File: src/rtl/regfile_sb_pkg.sv
// regfile_sb_pkg: shared types and constants for the RV32I register file
// and its pending-write scoreboard.
//   RegBus      - 32-bit register data word
//   RegAddrBus  - 5-bit architectural register index
//   PendCntBus  - per-register pending-write counter
//   RstActive   - level of rst that holds the block in reset
package regfile_sb_pkg;

  localparam int RegNum     = 32;
  localparam int RegBusW    = 32;
  localparam int RegAddrW   = 5;
  localparam int PendCntW   = 2;

  typedef logic [RegBusW-1:0]  reg_bus_t;
  typedef logic [RegAddrW-1:0] reg_addr_t;
  typedef logic [PendCntW-1:0] pend_cnt_t;

  localparam reg_addr_t NOPRegAddr   = '0;
  localparam reg_bus_t  ZeroWord     = '0;
  localparam logic      WriteEnable  = 1'b1;
  localparam logic      WriteDisable = 1'b0;
  localparam logic      ReadEnable   = 1'b1;
  localparam logic      RstActive    = 1'b0;

endpackage

File: src/rtl/regfile_sb_rport.sv
// regfile_rport: one combinational read port of the register file.
// Returns zero for a disabled port or x0, forwards the writeback data
// when the port reads the register being written this cycle, and flags
// the operand as busy while writes to it are still in flight.
//   i_re, i_raddr         - read enable and address from ID
//   i_wb_wreg/rd/wdata    - writeback from MEM/WB (for bypass and retire)
//   i_reg_data            - stored value of regs[i_raddr]
//   i_cnt                 - pending count of regs[i_raddr]
//   o_rdata, o_busy       - operand value and stall request
module regfile_rport
  import regfile_sb_pkg::*;
#(
  parameter int CNT_W = 2
) (
  input  logic             i_re,
  input  reg_addr_t        i_raddr,
  input  logic             i_wb_wreg,
  input  reg_addr_t        i_wb_rd,
  input  reg_bus_t         i_wb_wdata,
  input  reg_bus_t         i_reg_data,
  input  logic [CNT_W-1:0] i_cnt,
  output reg_bus_t         o_rdata,
  output logic             o_busy
);

  logic w_active;
  logic w_hit;

  assign w_active = (i_re == ReadEnable) && (i_raddr != NOPRegAddr);
  assign w_hit    = (i_wb_wreg == WriteEnable) && (i_wb_rd == i_raddr);

  always_comb begin
    o_rdata = ZeroWord;
    if (w_active) begin
      o_rdata = w_hit ? i_wb_wdata : i_reg_data;
    end
  end

  // A write retiring this cycle no longer blocks the reader: its data is
  // already on the bypass, so only the remaining in-flight writes count.
  assign o_busy = w_active && (i_cnt > CNT_W'(w_hit));

endmodule

File: src/rtl/regfile_sb.sv
// regfile_sb: architectural register file with per-register pending-write
// scoreboard for the five-stage RV32I core.
//   clk, rst                    - clock, synchronous active-low reset
//   wb_wreg, wb_rd, wb_wdata    - writeback (also retires one pending write)
//   re1/raddr1, re2/raddr2      - two read ports to ID
//   rdata1/rdata2, busy1/busy2  - combinational read data and stall flags
//   issue_i, issue_rd           - ID issued an instruction writing issue_rd
//   cancel_i, cancel_rd         - a pending write was squashed before WB
//   issue_full                  - issue_rd has the maximum writes in flight
module regfile_sb
  import regfile_sb_pkg::*;
#(
  parameter int REG_NUM = RegNum,
  parameter int CNT_W   = PendCntW
) (
  input  logic      clk,
  input  logic      rst,
  input  logic      wb_wreg,
  input  reg_addr_t wb_rd,
  input  reg_bus_t  wb_wdata,
  input  logic      re1,
  input  reg_addr_t raddr1,
  output reg_bus_t  rdata1,
  output logic      busy1,
  input  logic      re2,
  input  reg_addr_t raddr2,
  output reg_bus_t  rdata2,
  output logic      busy2,
  input  logic      issue_i,
  input  reg_addr_t issue_rd,
  input  logic      cancel_i,
  input  reg_addr_t cancel_rd,
  output logic      issue_full
);

  reg_bus_t         r_regs [REG_NUM];
  logic [CNT_W-1:0] r_cnt  [REG_NUM];

  // cnt + inc - ret - can, clamped to 0..2^CNT_W-1. The sum is held two
  // bits wider so the sign bit marks underflow and the next bit overflow.
  function automatic logic [CNT_W-1:0] sat_next(
    input logic [CNT_W-1:0] cnt,
    input logic             inc,
    input logic             ret,
    input logic             can
  );
    logic signed [CNT_W+1:0] sum;
    sum = $signed({2'b00, cnt})
        + $signed({{(CNT_W+1){1'b0}}, inc})
        - $signed({{(CNT_W+1){1'b0}}, ret})
        - $signed({{(CNT_W+1){1'b0}}, can});
    if (sum[CNT_W+1]) begin
      return '0;
    end else if (sum[CNT_W]) begin
      return '1;
    end else begin
      return sum[CNT_W-1:0];
    end
  endfunction

  always_ff @(posedge clk) begin
    if (rst == RstActive) begin
      for (int i = 0; i < REG_NUM; i++) begin
        r_regs[i] <= ZeroWord;
        r_cnt[i]  <= '0;
      end
    end else begin
      if ((wb_wreg == WriteEnable) && (wb_rd != NOPRegAddr)) begin
        r_regs[wb_rd] <= wb_wdata;
      end
      // x0 never has a pending write; its counter is pinned at zero.
      r_cnt[0] <= '0;
      for (int i = 1; i < REG_NUM; i++) begin
        r_cnt[i] <= sat_next(r_cnt[i],
                             issue_i  && (issue_rd  == RegAddrW'(i)),
                             wb_wreg  && (wb_rd     == RegAddrW'(i)),
                             cancel_i && (cancel_rd == RegAddrW'(i)));
      end
    end
  end

  assign issue_full = (issue_rd != NOPRegAddr) && (&r_cnt[issue_rd]);

  regfile_rport #(.CNT_W(CNT_W)) u_rport1 (
    .i_re       (re1),
    .i_raddr    (raddr1),
    .i_wb_wreg  (wb_wreg),
    .i_wb_rd    (wb_rd),
    .i_wb_wdata (wb_wdata),
    .i_reg_data (r_regs[raddr1]),
    .i_cnt      (r_cnt[raddr1]),
    .o_rdata    (rdata1),
    .o_busy     (busy1)
  );

  regfile_rport #(.CNT_W(CNT_W)) u_rport2 (
    .i_re       (re2),
    .i_raddr    (raddr2),
    .i_wb_wreg  (wb_wreg),
    .i_wb_rd    (wb_rd),
    .i_wb_wdata (wb_wdata),
    .i_reg_data (r_regs[raddr2]),
    .i_cnt      (r_cnt[raddr2]),
    .o_rdata    (rdata2),
    .o_busy     (busy2)
  );

endmodule

File: config.mk
export PLATFORM = sky130hd
export DESIGN_NAME = regfile_sb
export DESIGN_NICKNAME = d
export VERILOG_FILES = /design/src/rtl/regfile_sb_pkg.sv /design/src/rtl/regfile_sb_rport.sv /design/src/rtl/regfile_sb.sv
export SDC_FILE = /design/constraint.sdc
export NUM_CORES = 2
export LEC_CHECK = 0
export BUFFER_PORTS_ARGS = -buffer_cell sky130_fd_sc_hd__clkbuf_2
export CAP_MARGIN = 40
export CELL_PAD_IN_SITES_DETAIL_PLACEMENT = 1
export CELL_PAD_IN_SITES_GLOBAL_PLACEMENT = 1
export CORE_MARGIN = 3
export CORE_UTILIZATION = 40
export CTS_CLUSTER_SIZE = 40
export DETAILED_ROUTE_END_ITERATION = 7
export PLACE_DENSITY = 0.75
export SYNTH_ARGS = -nofsm -noshare
export SYNTH_HDL_FRONTEND = slang
export SYNTH_SLANG_ARGS = --single-unit
File: constraint.sdc
create_clock -name clk -period 6.6 [get_ports clk]
set_input_delay 1.32 -clock clk [delete_from_list [all_inputs] [get_ports clk]]
set_output_delay 1.32 -clock clk [all_outputs]
set_load 0.02 [all_outputs]
Yosys cells after proc, flatten, opt, wreduce, memory -nomap -nowiden
Memories as Yosys holds them, arrays and structs flattened.
Cells that the tools add are included.
{"block": "classes", "addsub": 93, "magnitude_cmp": 2, "eq_ne": 95, "muxes": 137, "bitwise": 32, "reduce_logical": 107}
{"cell": "$mux 2", "count": 125}
{"cell": "$eq 5x5->1 const B", "count": 48}
{"cell": "$mux 32", "count": 5}
{"cell": "$sub 3x1->4", "count": 31}
{"cell": "$sub 4x2->4", "count": 31}
{"cell": "$eq 5x4->1 const B", "count": 24}
{"cell": "$logic_and 1x1->1", "count": 101}
{"cell": "$add 2x1->3", "count": 31}
{"cell": "$eq 5x3->1 const B", "count": 12}
{"cell": "$or 1x1->1", "count": 32}
{"cell": "$reduce_or 32->1", "count": 1}
{"cell": "$eq 5x2->1 const B", "count": 6}
{"cell": "$reduce_bool 5->1", "count": 4}
{"cell": "$eq 5x1->1 const B", "count": 3}
{"cell": "$eq 5x5->1", "count": 2}
{"cell": "$mux 1", "count": 6}
{"cell": "$mux 5", "count": 1}
{"cell": "$gt 2x1->1", "count": 2}
{"cell": "$reduce_and 2->1", "count": 1}
{"block": "word_totals", "regBits": 0, "ram_bits": 1088, "in_bits": 64, "elab_cells": 468, "n_memories": 2}
{"memory": "r_regs", "words": 32, "width": 32, "rd": 2, "rd_ports_with_merged_regs": 0, "write_ports": 32, "line": "regfile_sb.sv:36", "text": "reg_bus_t r_regs [REG_NUM];"}
{"memory": "r_cnt", "words": 32, "width": 2, "rd": 34, "rd_ports_with_merged_regs": 0, "write_ports": 32, "line": "regfile_sb.sv:37", "text": "logic [CNT_W-1:0] r_cnt [REG_NUM];"}

Logic depth before layout (Yosys ltp)
{"block": "logic_depth", "word_depth": 9, "depth_mapped": 14, "ltp_nobuf": 12}

By module
A second synthesis with hierarchy kept.
{"block": "unflattened", "hier_cells": 4235, "hier_area_um2": 62293.5}
{"module": "regfile_sb", "instances": 1, "cells_per_inst": 3979, "area_per_inst_um2": 60857.1, "seq_area_each_um2": 31990.7}
{"module": "regfile_rport", "instances": 2, "cells_per_inst": 128, "area_per_inst_um2": 718.2, "seq_area_each_um2": 0.0}

Worst setup path after synthesis
Ideal clock, no wire load.
{"block": "synth_timing", "path_kind": "in2out", "startpoint": "input raddr1[0]", "endpoint": "output busy1", "arrival_time_ps": 3794, "setup_slack_ps": 1486, "stages": 10, "path_buffers": 3, "cell_sequence": "buf_6 -> buf_6 -> buf_4 -> mux4_2 -> mux4_2 -> o21ai_1 -> ha_1 -> nor2_1 -> nor4b_1 -> nor3_1"}
{"block": "synth_between", "elab_chain_len": 4, "word_cells_on_any_way": 7, "classes_between": "order compare: 1; eq/ne: 1; reduce/logical: 4; memory: 1"}
{"element": "from (decl)", "line": "regfile_sb.sv:22", "text": "input reg_addr_t raddr1,"}
{"element": "branches (longest 3 deep; another with $mem_v2 32x2)"}
{"element": "$logic_and 1x1->1 (*)", "line": "regfile_sb_rport.sv:41", "text": "assign o_busy = w_active && (i_cnt > CNT_W'(w_hit));"}
{"element": "to (decl)", "line": "regfile_sb.sv:24", "text": "output logic busy1,"}
Every way passes the cells marked *.

Worst setup path in the final report
{"block": "layout_timing", "startpoint": "input raddr1[4]", "endpoint": "output rdata1[30]"}
{"block": "layout_between", "elab_chain_len": 4, "word_cells_on_any_way": 7, "classes_between": "eq/ne: 1; mux: 2; reduce/logical: 3; memory: 1"}
{"element": "branches (longest 3 deep; another with $mem_v2 32x32)"}
{"element": "$mux 32 (*)", "line": "regfile_sb_rport.sv:34", "text": "if (w_active) begin"}
{"element": "to (decl)", "line": "regfile_sb.sv:23", "text": "output reg_bus_t rdata1,"}
Marked as above.

==> qor_table.md <==
| Group | Result | Reported |
|---|---|---|
| worst setup path | Type of element capturing the critical path | primary output |
| place | Port-buffer cells | 130 |
| die | Chip height | 396 microns |
| sta | Unrepaired setup endpoints after global routing | false |
| route | Via total after detailed routing | 42440 |
| layout | Fraction of final layout cells with drive strength greater than 1 | 26.0% |
| sta | Final Critical Period | 5.86 ns |
| cts | CTS H-tree depth | 3 |
| status | Status | completed |
| synth | Synthesis-stage register bit count | 1086 |
| synth | Most area-consuming cells after synthesis | sky130_fd_sc_hd__edfxtp_1, sky130_fd_sc_hd__mux4_2, sky130_fd_sc_hd__and2_1 |
| global routing | Initial antenna violation count | 20 |
| layout | Sequential cell area | 32000 sq um |
| sta | Fmax | 0.171 GHz |
| layout | Area added between synthesis and finish | 13.3% |
| synth | Portion of the post-synthesis area used by sequential elements | 52.6% |
| worst setup path | Worst endpoint data arrival time | 4.54 ns |
| synth | Mapped cell area | 60900 sq um |
| sta | Number of failing hold endpoints at the final stage | 0 |
| global routing | GR met3 Demand/Resource | 8.47% |
| layout | Number of fill cells | 14972 |
| route | Post-Route WL | 232000 microns |
| flow run | Number of maximum-capacitance constraint violations | 0 |
| global routing | Largest net degree at the start of global routing | 92 |
| route | Antenna violation net count after detailed routing | 0 |
| cts | Post-cts repair resize count | 0 |
| cts | Post-CTS Repair Setup Buffers | 0 |
| synth | Cell type with the largest total area after synthesis | sky130_fd_sc_hd__edfxtp_1 |
| power | Portion of total power attributed to sequential cells | 47.1% |
| layout | Multi-input logic area | 27100 sq um |
| synth | Number of distinct library cells after synthesis | 57 |
| power | Pwr per Cell Area | 250 nW/um^2 |
| worst setup path | Type of origin of the critical path | input port |
| die | Placeable core region | 150000 sq um |
| sta | Max-slew violations | 0 |
| synth | EDFF count, synth | 1024 |
| cts | Clock root buffer master | sky130_fd_sc_hd__clkbuf_16 |
| sta | Worst slew pin tran | 0.986 ns |
| die | Die area | 157000 sq um |
| worst setup path | Launch point of the worst reg-to-reg path | r_cnt[20][0] |
| cts | CTS clk-pin slew, worst paths | 0.06 ns |
| global routing | GRT met2 Usage | 45.5% |
| worst setup path | First element of the critical path | raddr1[4] |
| global routing | Number of global-route vias before repair | 43752 |
| sta | Setup slack of the critical path after layout | 0.742 ns |
| global routing | Global-route usage over all layers | 29.4% |
| place | Detailed placement HPWL | 149000 microns |
| power | Pint | 12600 uW |
| worst setup path | Flop2flop setup slack | 4.69 ns |
| cts | Hold-fix buffers at CTS | 0 |
| route | Post-DR wirelength/cell | 35.8 microns |
| worst setup path | Crit Path Max Fanout | 22 |
| sta | Summed negative setup slack over all endpoints | 0 ns |
| synth | Mean Syn Cell Area | 14.1 sq um |
| route | Detailed Routing Iterations Pass 1 | 6 |
| route | Number of design-rule violations left by the first detailed-router iteration | 6527 |
| cts | Source-to-sink clock delay at the later pin of the worst-skew pair | 0.71 ns |
| die | Chip Width | 396 microns |
| cts | CTS buffer count | 118 |
| global routing | First-pass GRT wire length | 328000 microns |
| power | Maximum vdd drop | 0.257 mV |
| hold path | Worst min path class | reg2reg |
| worst setup path | Startpoint-to-endpoint class of the critical path | in2out |
| layout | Share of the core filled with cells in the final layout | 45.8% |
| worst setup path | Critical Path Sink | rdata1[30] |
| sta | Period utilization | 88.8% |
| sta | Worst relative slew slack | 33.8% |
| worst setup path | Worst reg2reg endpoint | r_cnt[20][0] |
| die | Number of placed I/O pins | 131 |
| die | Effective utilization at floorplan | 40.4% |
| layout | Number of nets in the layout | 4581 |
| global routing | Gr busiest metal | met2 |
| sta | Final setup vio count | 0 |
| synth | Post-synth top flop | sky130_fd_sc_hd__edfxtp_1 |
| route | Post-route DRC violation count | 0 |
| power | Net switching fraction of the power | 26.9% |
| synth | Count of warnings emitted by yosys | 0 |
| power | Leak Pwr | 0.0242 uW |
| synth | Synthesized netlist cell count | 4317 |
| route | DR vias/cell | 6.54 |
| cts | Number of buffers between clock root and the deepest sink | 3 |
| global routing | Remaining Overflow, GRT | 0 |
| power | Portion of total power attributed to the clock network | 39.8% |
| power | Combinational cell fraction of total power | 13.1% |
| global routing | Met1 usage in global routing | 37.4% |
| cts | CTS tree | built |
| worst setup path | Worst-case reg-to-reg path depth | 9 |
| sta | Hold slack final | 0.730 ns |
| cts | Clock sinks | 1086 |
| place | Routability congestion estimate | 0.885 |
| sta | Final Skew | 0.00881 ns |
| power | Total net switching power | 4640 uW |
| die | Row cnt | 142 |
| synth | Fraction of synthesized cell area taken by the top area cell type | 50.5% |
| worst setup path | Data required time at the worst endpoint | 5.28 ns |
| synth | Async S/R FF share, synth | 0% |
| place | Minimum setup slack after placement | 1.02 ns |
-- worst max-delay path: stages --
cell                       delay (ns)
sky130_fd_sc_hd__buf_4           0.23
sky130_fd_sc_hd__buf_4           0.54
sky130_fd_sc_hd__nor2b_1         0.10
sky130_fd_sc_hd__buf_4           0.28
sky130_fd_sc_hd__nand2_1         0.61
sky130_fd_sc_hd__nor2_1          0.15
sky130_fd_sc_hd__nor4_1          0.76
sky130_fd_sc_hd__a22o_1          0.30
sky130_fd_sc_hd__clkbuf_2        0.18
-- power by group through the flow --
stage,Sequential (uW),Combinational [uW],Clock [uW]
2_1_floorplan,8190,1350,0
6_report,8140,2260,6860
4_1_cts,8120,2210,6880
3_3_place_gp,8220,2120,0
5_1_grt,8170,2330,7170
3_5_place_dp,8270,2200,0
-- per-layer routing --
metal / vias to the layer above / share of wire (%) / wire length, microns
met4: 14 / 6.1 / 14200
li1: 16340 / - / -
met5: - / 0.041 / 94
met2: 3270 / 46 / 106000
met1: 22101 / 35 / 81800
met3: 715 / 13 / 30100
-- per-stage QoR --
stage                     cells  cell area, sq um  total power, uW
after floorplan            4348             61000             9530
after global placement     6222             64300            10300
after detailed placement   6254             65000            10500
after CTS                  6477             68900            17200
after global routing       6483             69000            17700
final                      6487             69000            17300
-- state kept, by name, indices dropped and copies added (netlist names) --
register and count:
r_regs 1024, r_cnt 62
-- synthesized netlist by cell type (32+ instances only) --
cell                       count
sky130_fd_sc_hd__a21oi_1      79
sky130_fd_sc_hd__a32o_1       32
sky130_fd_sc_hd__and2_1      993
sky130_fd_sc_hd__buf_2        82
sky130_fd_sc_hd__clkbuf_1    282
sky130_fd_sc_hd__dfxtp_1      62
sky130_fd_sc_hd__edfxtp_1   1024
sky130_fd_sc_hd__ha_1        126
sky130_fd_sc_hd__inv_1       188
sky130_fd_sc_hd__mux4_2      563
sky130_fd_sc_hd__nand2_1     110
sky130_fd_sc_hd__nand2b_1     43
sky130_fd_sc_hd__nor2_1      173
sky130_fd_sc_hd__o21ai_0      58
sky130_fd_sc_hd__o22ai_1     181
-- cells by family after synthesis --
kind of cell / after synthesis / synth area share [%]
buf+inv: 608 / 4.17
xor+xnor: 10 / 0.144
simple gates: 1441 / 13.6
flops: 1086 / 52.6
mux: 607 / 21.6
other cells: 1 / 0.00616
fa+ha+maj: 157 / 3.61
compound gates: 407 / 4.28
-- cell usage in the layout, fill, tap and decap left out, types with 29 or more instances in the layout --
master / netlist / final
sky130_fd_sc_hd__dfxtp_1: 62 / 62
sky130_fd_sc_hd__o22ai_1: 181 / 181
sky130_fd_sc_hd__nand2b_1: 43 / 42
sky130_fd_sc_hd__nand2_1: 110 / 108
sky130_fd_sc_hd__nor2_1: 173 / 140
sky130_fd_sc_hd__inv_1: 188 / 187
sky130_fd_sc_hd__clkbuf_2: 0 / 122
sky130_fd_sc_hd__buf_4: 20 / 133
sky130_fd_sc_hd__buf_12: 0 / 33
sky130_fd_sc_hd__conb_1: 1 / 32
sky130_fd_sc_hd__edfxtp_1: 1024 / 1024
sky130_fd_sc_hd__mux4_2: 563 / 563
sky130_fd_sc_hd__nor2_4: 0 / 33
sky130_fd_sc_hd__mux2i_1: 31 / 31
sky130_fd_sc_hd__nor3_1: 29 / 29
sky130_fd_sc_hd__ha_1: 126 / 126
sky130_fd_sc_hd__a21oi_1: 79 / 79
sky130_fd_sc_hd__clkbuf_16: 0 / 118
sky130_fd_sc_hd__o21ai_4: 1 / 32
sky130_fd_sc_hd__and2_1: 993 / 993
sky130_fd_sc_hd__fa_1: 31 / 31
sky130_fd_sc_hd__a32o_1: 32 / 32
-- worst min path at each step --
| stage | depth (start not counted) | endpoint | start |
|---|---|---|---|
| finish | 3 | r_cnt[7][0] | r_cnt[7][0] |
| detailed placement | 3 | r_cnt[7][0] | r_cnt[7][0] |
| global placement | 3 | r_cnt[7][0] | r_cnt[7][0] |
| floorplan | 3 | r_cnt[14][0] | r_cnt[14][0] |
| CTS | 3 | r_cnt[7][0] | r_cnt[7][0] |
| global route | 3 | r_cnt[23][0] | r_cnt[23][0] |
-- cell type report --
type	count	area share [%]
multi-input combinational	2654	39.3
timing repair buffer	312	3.95
clock buffer	136	4.38
tap	2016	3.66
sequential	1086	46.4
clock inverter	87	1.32
inverter	188	1.02
antenna	8	0.0290
Power figures use the tool's default switching activity.
